===== src/rtl/ice40_regfile_mp.sv =====
// ice40_regfile_mp: parametrised multi-read-port register file for iCE40
// soft cores. One EBR-style array copy per read port, every write fans out
// to all copies. A post-reset clear sequencer fills every entry with
// INIT_VAL before `ready` rises; the core stalls on `ready`.
//
// Optional feature macro: ICE40_REGFILE_BYPASS_EN
//   defined   -> same-edge write/read of one address returns the new data
//                (write-first), via a registered compare and output mux.
//   undefined -> native EBR read-first behaviour, no bypass logic.

// ---------------------------------------------------------------------------
// One read port: a full array copy, its read register and output shaping.
// ---------------------------------------------------------------------------
module ice40_regfile_bank #(
    parameter int DW      = 32,
    parameter int AW      = 6,
    parameter int ZERO_R0 = 1
) (
    input  logic          clk,
    input  logic          rst_n,
    input  logic          ready,
    input  logic          mem_we,
    input  logic [AW-1:0] mem_wa,
    input  logic [DW-1:0] mem_wd,
    input  logic [AW-1:0] raddr,
    output logic [DW-1:0] rdata
);

    logic [DW-1:0] mem [2**AW];
    logic [DW-1:0] raw_q;
    logic          zero_q;
    logic          byp_q;
    logic [DW-1:0] byp_data_q;

    // Array write plus read-first synchronous read; kept reset-free so it
    // maps onto EBR.
    always_ff @(posedge clk) begin
        if (mem_we) begin
            mem[mem_wa] <= mem_wd;
        end
        raw_q <= mem[raddr];
    end

    // Remember whether the sampled address is the hard-wired zero register.
    always_ff @(posedge clk) begin
        if (!rst_n) begin
            zero_q <= 1'b1;
        end else begin
            zero_q <= (ZERO_R0 != 0) && (raddr == '0);
        end
    end

`ifdef ICE40_REGFILE_BYPASS_EN
    // Capture a same-edge user write hit so the new data wins over the
    // stale EBR read. mem_we already excludes discarded writes to r0, and
    // `ready` keeps clear-sequencer writes out of the bypass path.
    always_ff @(posedge clk) begin
        if (!rst_n) begin
            byp_q      <= 1'b0;
            byp_data_q <= '0;
        end else begin
            byp_q      <= ready && mem_we && (mem_wa == raddr);
            byp_data_q <= mem_wd;
        end
    end
`else
    assign byp_q      = 1'b0;
    assign byp_data_q = '0;
`endif

    // Output is forced to zero until clearing is done and for r0 reads.
    assign rdata = (!ready || zero_q) ? '0 : (byp_q ? byp_data_q : raw_q);

endmodule

// ---------------------------------------------------------------------------
// Top: clear sequencer / write steering, one bank per read port (NRP 1..4).
// ---------------------------------------------------------------------------
module ice40_regfile_mp #(
    parameter int          DW       = 32,
    parameter int          AW       = 6,
    parameter int          NRP      = 2,
    parameter int          ZERO_R0  = 1,
    parameter logic [DW-1:0] INIT_VAL = '0
) (
    input  logic              clk,
    input  logic              rst_n,
    output logic              ready,
    input  logic              wen,
    input  logic [AW-1:0]     waddr,
    input  logic [DW-1:0]     wdata,
    input  logic [NRP*AW-1:0] raddr,
    output logic [NRP*DW-1:0] rdata
);

    typedef enum logic {
        CLEAR = 1'b0,
        RUN   = 1'b1
    } state_t;

    state_t        state_q, state_d;
    // One extra bit so completion shows up as the carry out of the last
    // address rather than a wrap back to zero.
    logic [AW:0]   cnt_q, cnt_d;
    logic          mem_we;
    logic [AW-1:0] mem_wa;
    logic [DW-1:0] mem_wd;

    // State and clear-counter registers; reset restarts the clear sequence.
    always_ff @(posedge clk) begin
        if (!rst_n) begin
            state_q <= CLEAR;
            cnt_q   <= '0;
        end else begin
            state_q <= state_d;
            cnt_q   <= cnt_d;
        end
    end

    // Next state and the single write port shared by all array copies:
    // sequencer owns it in CLEAR, the user owns it in RUN.
    always_comb begin
        state_d = state_q;
        cnt_d   = cnt_q;
        mem_we  = 1'b0;
        mem_wa  = waddr;
        mem_wd  = wdata;
        unique case (state_q)
            CLEAR: begin
                mem_we = 1'b1;
                mem_wa = cnt_q[AW-1:0];
                mem_wd = INIT_VAL;
                cnt_d  = cnt_q + 1'b1;
                if (cnt_d[AW]) begin
                    state_d = RUN;
                end
            end
            RUN: begin
                mem_we = wen && !((ZERO_R0 != 0) && (waddr == '0));
            end
            default: begin
                state_d = CLEAR;
            end
        endcase
    end

    assign ready = (state_q == RUN);

    for (genvar k = 0; k < NRP; k++) begin : g_port
        ice40_regfile_bank #(
            .DW      (DW),
            .AW      (AW),
            .ZERO_R0 (ZERO_R0)
        ) u_bank (
            .clk    (clk),
            .rst_n  (rst_n),
            .ready  (ready),
            .mem_we (mem_we),
            .mem_wa (mem_wa),
            .mem_wd (mem_wd),
            .raddr  (raddr[k*AW +: AW]),
            .rdata  (rdata[k*DW +: DW])
        );
    end

endmodule

===== config.mk =====
export PLATFORM = sky130hd
export DESIGN_NAME = ice40_regfile_mp
export DESIGN_NICKNAME = d
export VERILOG_FILES = /design/src/rtl/ice40_regfile_mp.sv
export SDC_FILE = /design/constraint.sdc
export NUM_CORES = 2
export LEC_CHECK = 0
export ABC_AREA = 0
export BUFFER_PORTS_ARGS = -buffer_cell sky130_fd_sc_hd__buf_2
export CAP_MARGIN = 40
export CORE_MARGIN = 4
export CORE_UTILIZATION = 57
export DETAILED_ROUTE_END_ITERATION = 8
export PLACE_DENSITY = 0.76
export REMOVE_ABC_BUFFERS = 1
export SLEW_MARGIN = 40
export SYNTH_ARGS = -nofsm -noshare
export SYNTH_HDL_FRONTEND = slang
export SYNTH_SLANG_ARGS = --single-unit

===== constraint.sdc =====
create_clock -name clk -period 3.35 [get_ports clk]
set_input_delay 0.5025 -clock clk [delete_from_list [all_inputs] [get_ports clk]]
set_output_delay 0.5025 -clock clk [all_outputs]
set_load 0.01 [all_outputs]

### After elaboration in Yosys (flattened, before gate mapping)

Memories as Yosys holds them, arrays and structs flattened. A register that Yosys moved wholly into a read port is not among the register bits.
Index checks and enable logic that the tools add are counted.

| word-level totals | value |
|---|---|
| flip-flop bits (word level) | 10 |
| RAM bits | 4096 |
| memories | 2 |

Memory list:

| memory | words | bits a word | rd ports | clocked after memory_dff | write ports | RTL line | source |
|---|---|---|---|---|---|---|---|
| g_port[0].u_bank.mem | 64 | 32 | 1 | 1 | 1 | 29 | `logic [DW-1:0] mem [2**AW];` |
| g_port[1].u_bank.mem | 64 | 32 | 1 | 1 | 1 | 29 |  |

| cells by class | value |
|---|---|
| add/subtract/negate cells | 1 |
| muxes and demuxes | 9 |
| bitwise operators | 1 |
| reductions and logical operators | 8 |

Operators with widths:

| cell | count |
|---|---|
| 2-to-1 mux 32 bit | 3 |
| logical NOT 6 bit | 3 |
| adder 7 x 1 -> 7 bit (second input constant) | 1 |
| 2-to-1 mux 6 bit | 1 |
| 2-to-1 mux 1 bit | 4 |
| logical NOT 1 bit | 2 |
| logical OR 1 bit | 2 |
| one-hot mux 1 bit (2 select lines) | 1 |
| logical AND 1 bit | 1 |
| inverter 1 bit | 1 |

### Depth between registers and ports, before layout

| depth | value |
|---|---|
| word-level depth | 6 |
| gate-level depth with buffers | 10 |
| gate-level depth less buffers | 6 |

### Cells and area by module

From an unflattened synthesis, not the netlist that was laid out.

| second synthesis, totals | value |
|---|---|
| cell total of the unflattened synthesis | 7473 |
| area, all modules | 159604.3 um^2 |

Modules (own cells, without submodules):

| module | instances | cells each | area an instance (um^2) | sequential area each (um^2) |
|---|---|---|---|---|
| ice40_regfile_bank | 2 | 3697 | 79473.7 | 62159.6 |
| ice40_regfile_mp | 1 | 79 | 656.9 | 160.2 |

### Least setup slack after synthesis

OpenSTA, ideal clock, no wires.

| timing | value |
|---|---|
| kind | reg-to-reg |
| from | reg state_q (netlist: ready) |
| to | mem g_port[1].u_bank.mem[1][0], enable pin |
| arrival time | 2792 ps |
| required time | 2929 ps |
| setup slack | 137 ps |
| cell stages (with the launch flop) | 7 |
| buffers on the path | 2 |
| period minus slack after synthesis | 3213 ps |
| cells stage by stage | dfxtp_1 clkbuf_1 clkbuf_1 nand2_1 o31ai_1 nand2_1 nor2_1 |

| between the ends | value |
|---|---|
| longest elaborated chain between the ends | 4 |
| elaborated cells between the ends (all ways) | 5 |
| classes of those cells | mux: 4; bitwise: 1 |

Ends and longest elaborated chain:

| element | RTL line | source |
|---|---|---|
| start, declared | 101 | `state_t state_q, state_d;` |
| start signal, assigned | 115 | `state_q <= state_d;` |
| inverter 1 bit | n/a |  |
| one-hot mux 1 bit (2 select lines) | 128 | `unique case (state_q)` |
| 2-to-1 mux 1 bit | 38 | `if (mem_we) begin` |
| 2-to-1 mux 1 bit (not written as such) | 39 | `mem[mem_wa] <= mem_wd;` |
| end, declared | 29 |  |

Parallel ways exist; a longest one is shown, timed or not.

### Worst setup path in the final report

| timing | value |
|---|---|
| from | reg state_q (netlist: ready) |
| to | out rdata[60] |

| between the ends | value |
|---|---|
| longest elaborated chain between the ends | 3 |

Ends and longest elaborated chain:

| element | RTL line | source |
|---|---|---|
| logical NOT 1 bit | 72 | `assign rdata = (!ready \|\| zero_q) ? '0 : (byp_q ? byp_data_q : raw_q);` |
| logical OR 1 bit | 72 |  |
| 2-to-1 mux 32 bit | 72 |  |
| end, declared | 93 | `output logic [NRP*DW-1:0] rdata` |

Every way passes these cells.

==> impl_results.html <==
<table>
<tr><th>Metric</th><th>Value</th></tr>
<tr><th colspan="2">Critical path</th></tr>
<tr><td>Start-to-end type of the worst setup path</td><td>register to output port</td></tr>
<tr><td>CP Capture Type</td><td>output port</td></tr>
<tr><td>Highest cell delay on the worst timing path</td><td>0.51 ns</td></tr>
<tr><td>Crit-path slowest cell</td><td>sky130_fd_sc_hd__dfxtp_2</td></tr>
<tr><td>Crit Path Max Fanout</td><td>30</td></tr>
<tr><td>CP Launch Type</td><td>register</td></tr>
<tr><td>Most prevalent standard cell on the critical path</td><td>sky130_fd_sc_hd__buf_6</td></tr>
<tr><td>Worst-path cell chain</td><td>buf_6 &gt; buf_6 &gt; nor2b_4 &gt; buf_12 &gt; and2_1 &gt; buf_2</td></tr>
<tr><td>Crit path required time</td><td>2.85 ns</td></tr>
<tr><td>Crit path DAT</td><td>2.75 ns</td></tr>
<tr><th colspan="2">Yosys</th></tr>
<tr><td>Most numerous cell types in the synthesized netlist</td><td>sky130_fd_sc_hd__edfxtp_1, sky130_fd_sc_hd__mux4_2, sky130_fd_sc_hd__mux2i_1, sky130_fd_sc_hd__buf_2, sky130_fd_sc_hd__clkbuf_1</td></tr>
<tr><td>Most instantiated flip-flop cell in the synthesis netlist</td><td>sky130_fd_sc_hd__edfxtp_1</td></tr>
<tr><td>Share of synthesized area occupied by flip-flops and latches</td><td>64.9%</td></tr>
<tr><td>Synthesized area</td><td>97000 um2</td></tr>
<tr><td>Count leader, synth</td><td>sky130_fd_sc_hd__edfxtp_1</td></tr>
<tr><td>Cell taking the most area after synthesis</td><td>sky130_fd_sc_hd__edfxtp_1</td></tr>
<tr><td>Fraction of post-synthesis cell area in the top cell type by area</td><td>63.4%</td></tr>
<tr><td>Count of state elements after synthesis</td><td>2122</td></tr>
<tr><td>Number of enable flip-flop cells after synthesis</td><td>2048</td></tr>
<tr><td>Synthesized area per cell</td><td>21.0 um2</td></tr>
<tr><td>Share of async-settable or async-resettable flops after synthesis</td><td>0%</td></tr>
<tr><td>Main area contributors after synthesis</td><td>sky130_fd_sc_hd__edfxtp_1, sky130_fd_sc_hd__mux4_2, sky130_fd_sc_hd__mux2i_1</td></tr>
<tr><td>Yosys synthesis warning count</td><td>0</td></tr>
<tr><td>Synth unique cells</td><td>52</td></tr>
<tr><td>Gate count of the mapped netlist</td><td>4617</td></tr>
<tr><th colspan="2">CTS</th></tr>
<tr><td>Cts bufs inserted</td><td>208</td></tr>
<tr><td>Cell chosen for the clock root</td><td>sky130_fd_sc_hd__clkbuf_16</td></tr>
<tr><td>Sink Count</td><td>2122</td></tr>
<tr><td>Clock tree from TritonCTS</td><td>yes</td></tr>
<tr><td>Source-to-sink clock delay at the later pin of the worst-skew pair</td><td>0.86 ns</td></tr>
<tr><td>Clk slew on worst S/H paths</td><td>0.07 ns</td></tr>
<tr><td>H-tree depth reported by CTS</td><td>4</td></tr>
<tr><td>Longest Clk Path Bufs</td><td>3</td></tr>
<tr><th colspan="2">Die</th></tr>
<tr><td>Die H</td><td>420 um</td></tr>
<tr><td>Area of the die</td><td>177000 um2</td></tr>
<tr><td>Initial Util</td><td>57.3%</td></tr>
<tr><td># rows</td><td>151</td></tr>
<tr><td>Die width</td><td>420 um</td></tr>
<tr><td>Placeable core region</td><td>169000 um2</td></tr>
<tr><td>Number of top-level design ports</td><td>118</td></tr>
<tr><th colspan="2">Place</th></tr>
<tr><td>Placer's final routability congestion estimate</td><td>0.900</td></tr>
<tr><td>Half-perimeter wire length after placement</td><td>188000 um</td></tr>
<tr><td>Number of I/O port buffers</td><td>117</td></tr>
<tr><th colspan="2">Timing</th></tr>
<tr><td>Fin crit period</td><td>3.25 ns</td></tr>
<tr><td>Maximum clock skew at final layout</td><td>0.0339 ns</td></tr>
<tr><td>Transition time of the tightest slew-check pin</td><td>0.999 ns</td></tr>
<tr><td>Fin. max-slew vios</td><td>0</td></tr>
<tr><td>Number of hold violations in the final report</td><td>0</td></tr>
<tr><td>Worst slew margin relative to its limit</td><td>33.0%</td></tr>
<tr><td>Highest attainable clock frequency</td><td>0.307 GHz</td></tr>
<tr><td>Setup TNS Final</td><td>0 ns</td></tr>
<tr><td>Final setup violation count</td><td>0</td></tr>
<tr><td>Setup repair after global routing missed its margin</td><td>false</td></tr>
<tr><td>Tcrit/Tclk final</td><td>97.1%</td></tr>
<tr><th colspan="2">Pwr</th></tr>
<tr><td>Switching share of total power</td><td>21.8%</td></tr>
<tr><td>Net switching power of the design</td><td>12.4 mW</td></tr>
<tr><td>Portion of total power attributed to sequential cells</td><td>51.0%</td></tr>
<tr><td>Tot Pwr</td><td>56.9 mW</td></tr>
<tr><td>Internal</td><td>44.5 mW</td></tr>
<tr><td>Static power due to leakage</td><td>37.9 nW</td></tr>
<tr><td>Part of the total power dissipated in combinational logic</td><td>6.0%</td></tr>
<tr><td>Worst vdd ir</td><td>0.651 mV</td></tr>
<tr><td>Part of the total power dissipated in the clock network</td><td>43.0%</td></tr>
<tr><td>PD cells</td><td>507 nW/um2</td></tr>
<tr><th colspan="2">Global route</th></tr>
<tr><td>Wire length of the first global-routing pass</td><td>428000 um</td></tr>
<tr><td>Number of antenna violations at the first check in global routing</td><td>15</td></tr>
<tr><td>Total Routing Usage GR</td><td>34.8%</td></tr>
<tr><td>Grt total ovfl</td><td>0</td></tr>
<tr><td>Maximum number of pins on one net before global-route repair</td><td>65</td></tr>
<tr><td>Via count of the first global-routing pass</td><td>56986</td></tr>
<tr><th colspan="2">Status</th></tr>
<tr><td>Result of the run</td><td>finished, final reports clean</td></tr>
<tr><th colspan="2">Route</th></tr>
<tr><td>Pre-antenna DRT Iters</td><td>7</td></tr>
<tr><td>Average vias per placed instance</td><td>7.56</td></tr>
<tr><td>Final routed DRC violation total</td><td>0</td></tr>
<tr><td>Number of DRC violations after detailed-routing iteration 0</td><td>9487</td></tr>
<tr><td>Antenna Nets Post-Route</td><td>0</td></tr>
<tr><td>WL/cell</td><td>40.4 um</td></tr>
<tr><td>Detailed-route wire length</td><td>303000 um</td></tr>
<tr><td>Vias post-DR</td><td>56633</td></tr>
<tr><th colspan="2">Finish</th></tr>
<tr><td>Synthesis-to-finish area growth</td><td>15.8%</td></tr>
<tr><td>Ratio of cells with drive above 1 in the final layout</td><td>41.7%</td></tr>
<tr><td>Fin nets</td><td>5133</td></tr>
<tr><th colspan="2">Run</th></tr>
<tr><td>Max-cap violations</td><td>0</td></tr>
<tr><th colspan="2">Worst hold path</th></tr>
<tr><td>Class of the tightest hold or removal check</td><td>input port to register</td></tr>
</table>
[cells in the final DEF, fill, tap and decap left out, types with 19 or more instances in the layout]
cell and instances:
sky130_fd_sc_hd__clkinv_2 40, sky130_fd_sc_hd__mux2i_1 303, sky130_fd_sc_hd__nor2_1 52, sky130_fd_sc_hd__and2_1 73
sky130_fd_sc_hd__nor2_4 65, sky130_fd_sc_hd__edfxtp_1 2048, sky130_fd_sc_hd__a211oi_1 30, sky130_fd_sc_hd__bufinv_16 30
sky130_fd_sc_hd__mux4_2 1071, sky130_fd_sc_hd__a21oi_1 24, sky130_fd_sc_hd__a211o_1 22, sky130_fd_sc_hd__o22ai_1 57
sky130_fd_sc_hd__and2_2 24, sky130_fd_sc_hd__clkbuf_1 40, sky130_fd_sc_hd__a221oi_1 44, sky130_fd_sc_hd__mux2_2 72
sky130_fd_sc_hd__o21ai_0 23, sky130_fd_sc_hd__o221ai_1 31, sky130_fd_sc_hd__nor3_1 19, sky130_fd_sc_hd__dfxtp_1 73
sky130_fd_sc_hd__a22oi_1 43, sky130_fd_sc_hd__a22o_1 24, sky130_fd_sc_hd__clkinv_1 27, sky130_fd_sc_hd__nand2_1 44
sky130_fd_sc_hd__buf_12 173, sky130_fd_sc_hd__buf_2 108, sky130_fd_sc_hd__clkbuf_16 213, sky130_fd_sc_hd__buf_4 317
[layer usage]
metal / wire (um) / vias up / GRT usage (%) / part of all wire, %
li1: - / 21155 / - / -
met4: 22700 / 16 / 21.0 / 7.5
met2: 139000 / 4916 / 52.5 / 46
met1: 99500 / 29459 / 46.0 / 33
met3: 40900 / 1087 / 9.29 / 14
met5: 112 / - / 0 / 0.037
[power groups by stage]
stage | logic (mW) | registers, mW | clock network [mW]
after floorplan | 1.24 | 29.5 | 0
after global placement | 3.30 | 29.6 | 0
after detailed placement | 3.32 | 29.6 | 0
after CTS | 3.34 | 29.0 | 24.6
after global routing | 3.49 | 29.0 | 25.8
final | 3.41 | 29.0 | 24.5
[worst max-delay path, delay by kind of cell, from the launching register on]
family | cells | cell delay [ns]
simple gates | 2 | 0.45
buf+inv | 4 | 0.88
flops | 1 | 0.51
[logic make-up (layout without fill, tap and decap cells)]
| family | count (synthesis) | in the layout | synth area share (%) |
|---|---|---|---|
| other cells | 0 | 9 | 0 |
| simple gates | 345 | 345 | 1.78 |
| flops | 2122 | 2122 | 64.9 |
| xor+xnor | 6 | 6 | 0.0542 |
| mux | 1446 | 1446 | 28.8 |
| fa+ha+maj | 1 | 1 | 0.0129 |
| compound gates | 327 | 327 | 2.51 |
| buf+inv | 370 | 1017 | 1.87 |
[worst paths after layout]
check | from | to | slack, ns | cells after the start
max | ready | rdata[60] | 0.1 | 6
min | raddr[10] | g_port[1].u_bank.raw_q[16] | 0.18 | 2
max reg2reg | ready | g_port[1].u_bank.mem[40][29] | 0.60 | 5
min reg2reg | cnt_q[6] | cnt_q[6] | 0.50 | 2
[sequential cells by signal, indices dropped and copies added (netlist names)]
register              count
g_port.u_bank.zero_q      2
g_port.u_bank.mem      2048
g_port.u_bank.raw_q      64
ready                     1
cnt_q                     7
[layout make-up]
cell class / count / area (um2)
clock inverters: 129 / 1510
fillers: 10419 / 57000
well taps: 2218 / 2780
flip-flops and latches: 2122 / 63000
clock buffers: 266 / 5650
repair buffers: 610 / 6560
multi-input cells: 2125 / 32800
inverters: 12 / 45.0
diodes: 9 / 22.5
[per-stage QoR]
step	setup slack [ns]	std cells	utilization [%]	hold slack, ns	instance area [um2]
2_1_floorplan	-0.212	4259	-	0.448	95200
3_3_place_gp	0.0880	7083	62.1	0.461	105000
3_5_place_dp	0.0813	7083	62.1	0.475	105000
4_1_cts	0.0639	7481	66.3	0.120	112000
5_1_grt	0.0370	7483	66.3	0.192	112000
6_report	0.0955	7491	66.4	0.181	112000
[what timing repair did]
item                                   in CTS  in global routing
endpoints found under the hold margin       5                  0
hold buffers                                1                  0
resized for setup                           4                  1
buffers inserted                            2                  0
setup endpoints to repair                  46                  5
Note: power is estimated with default switching activity, not from simulation.
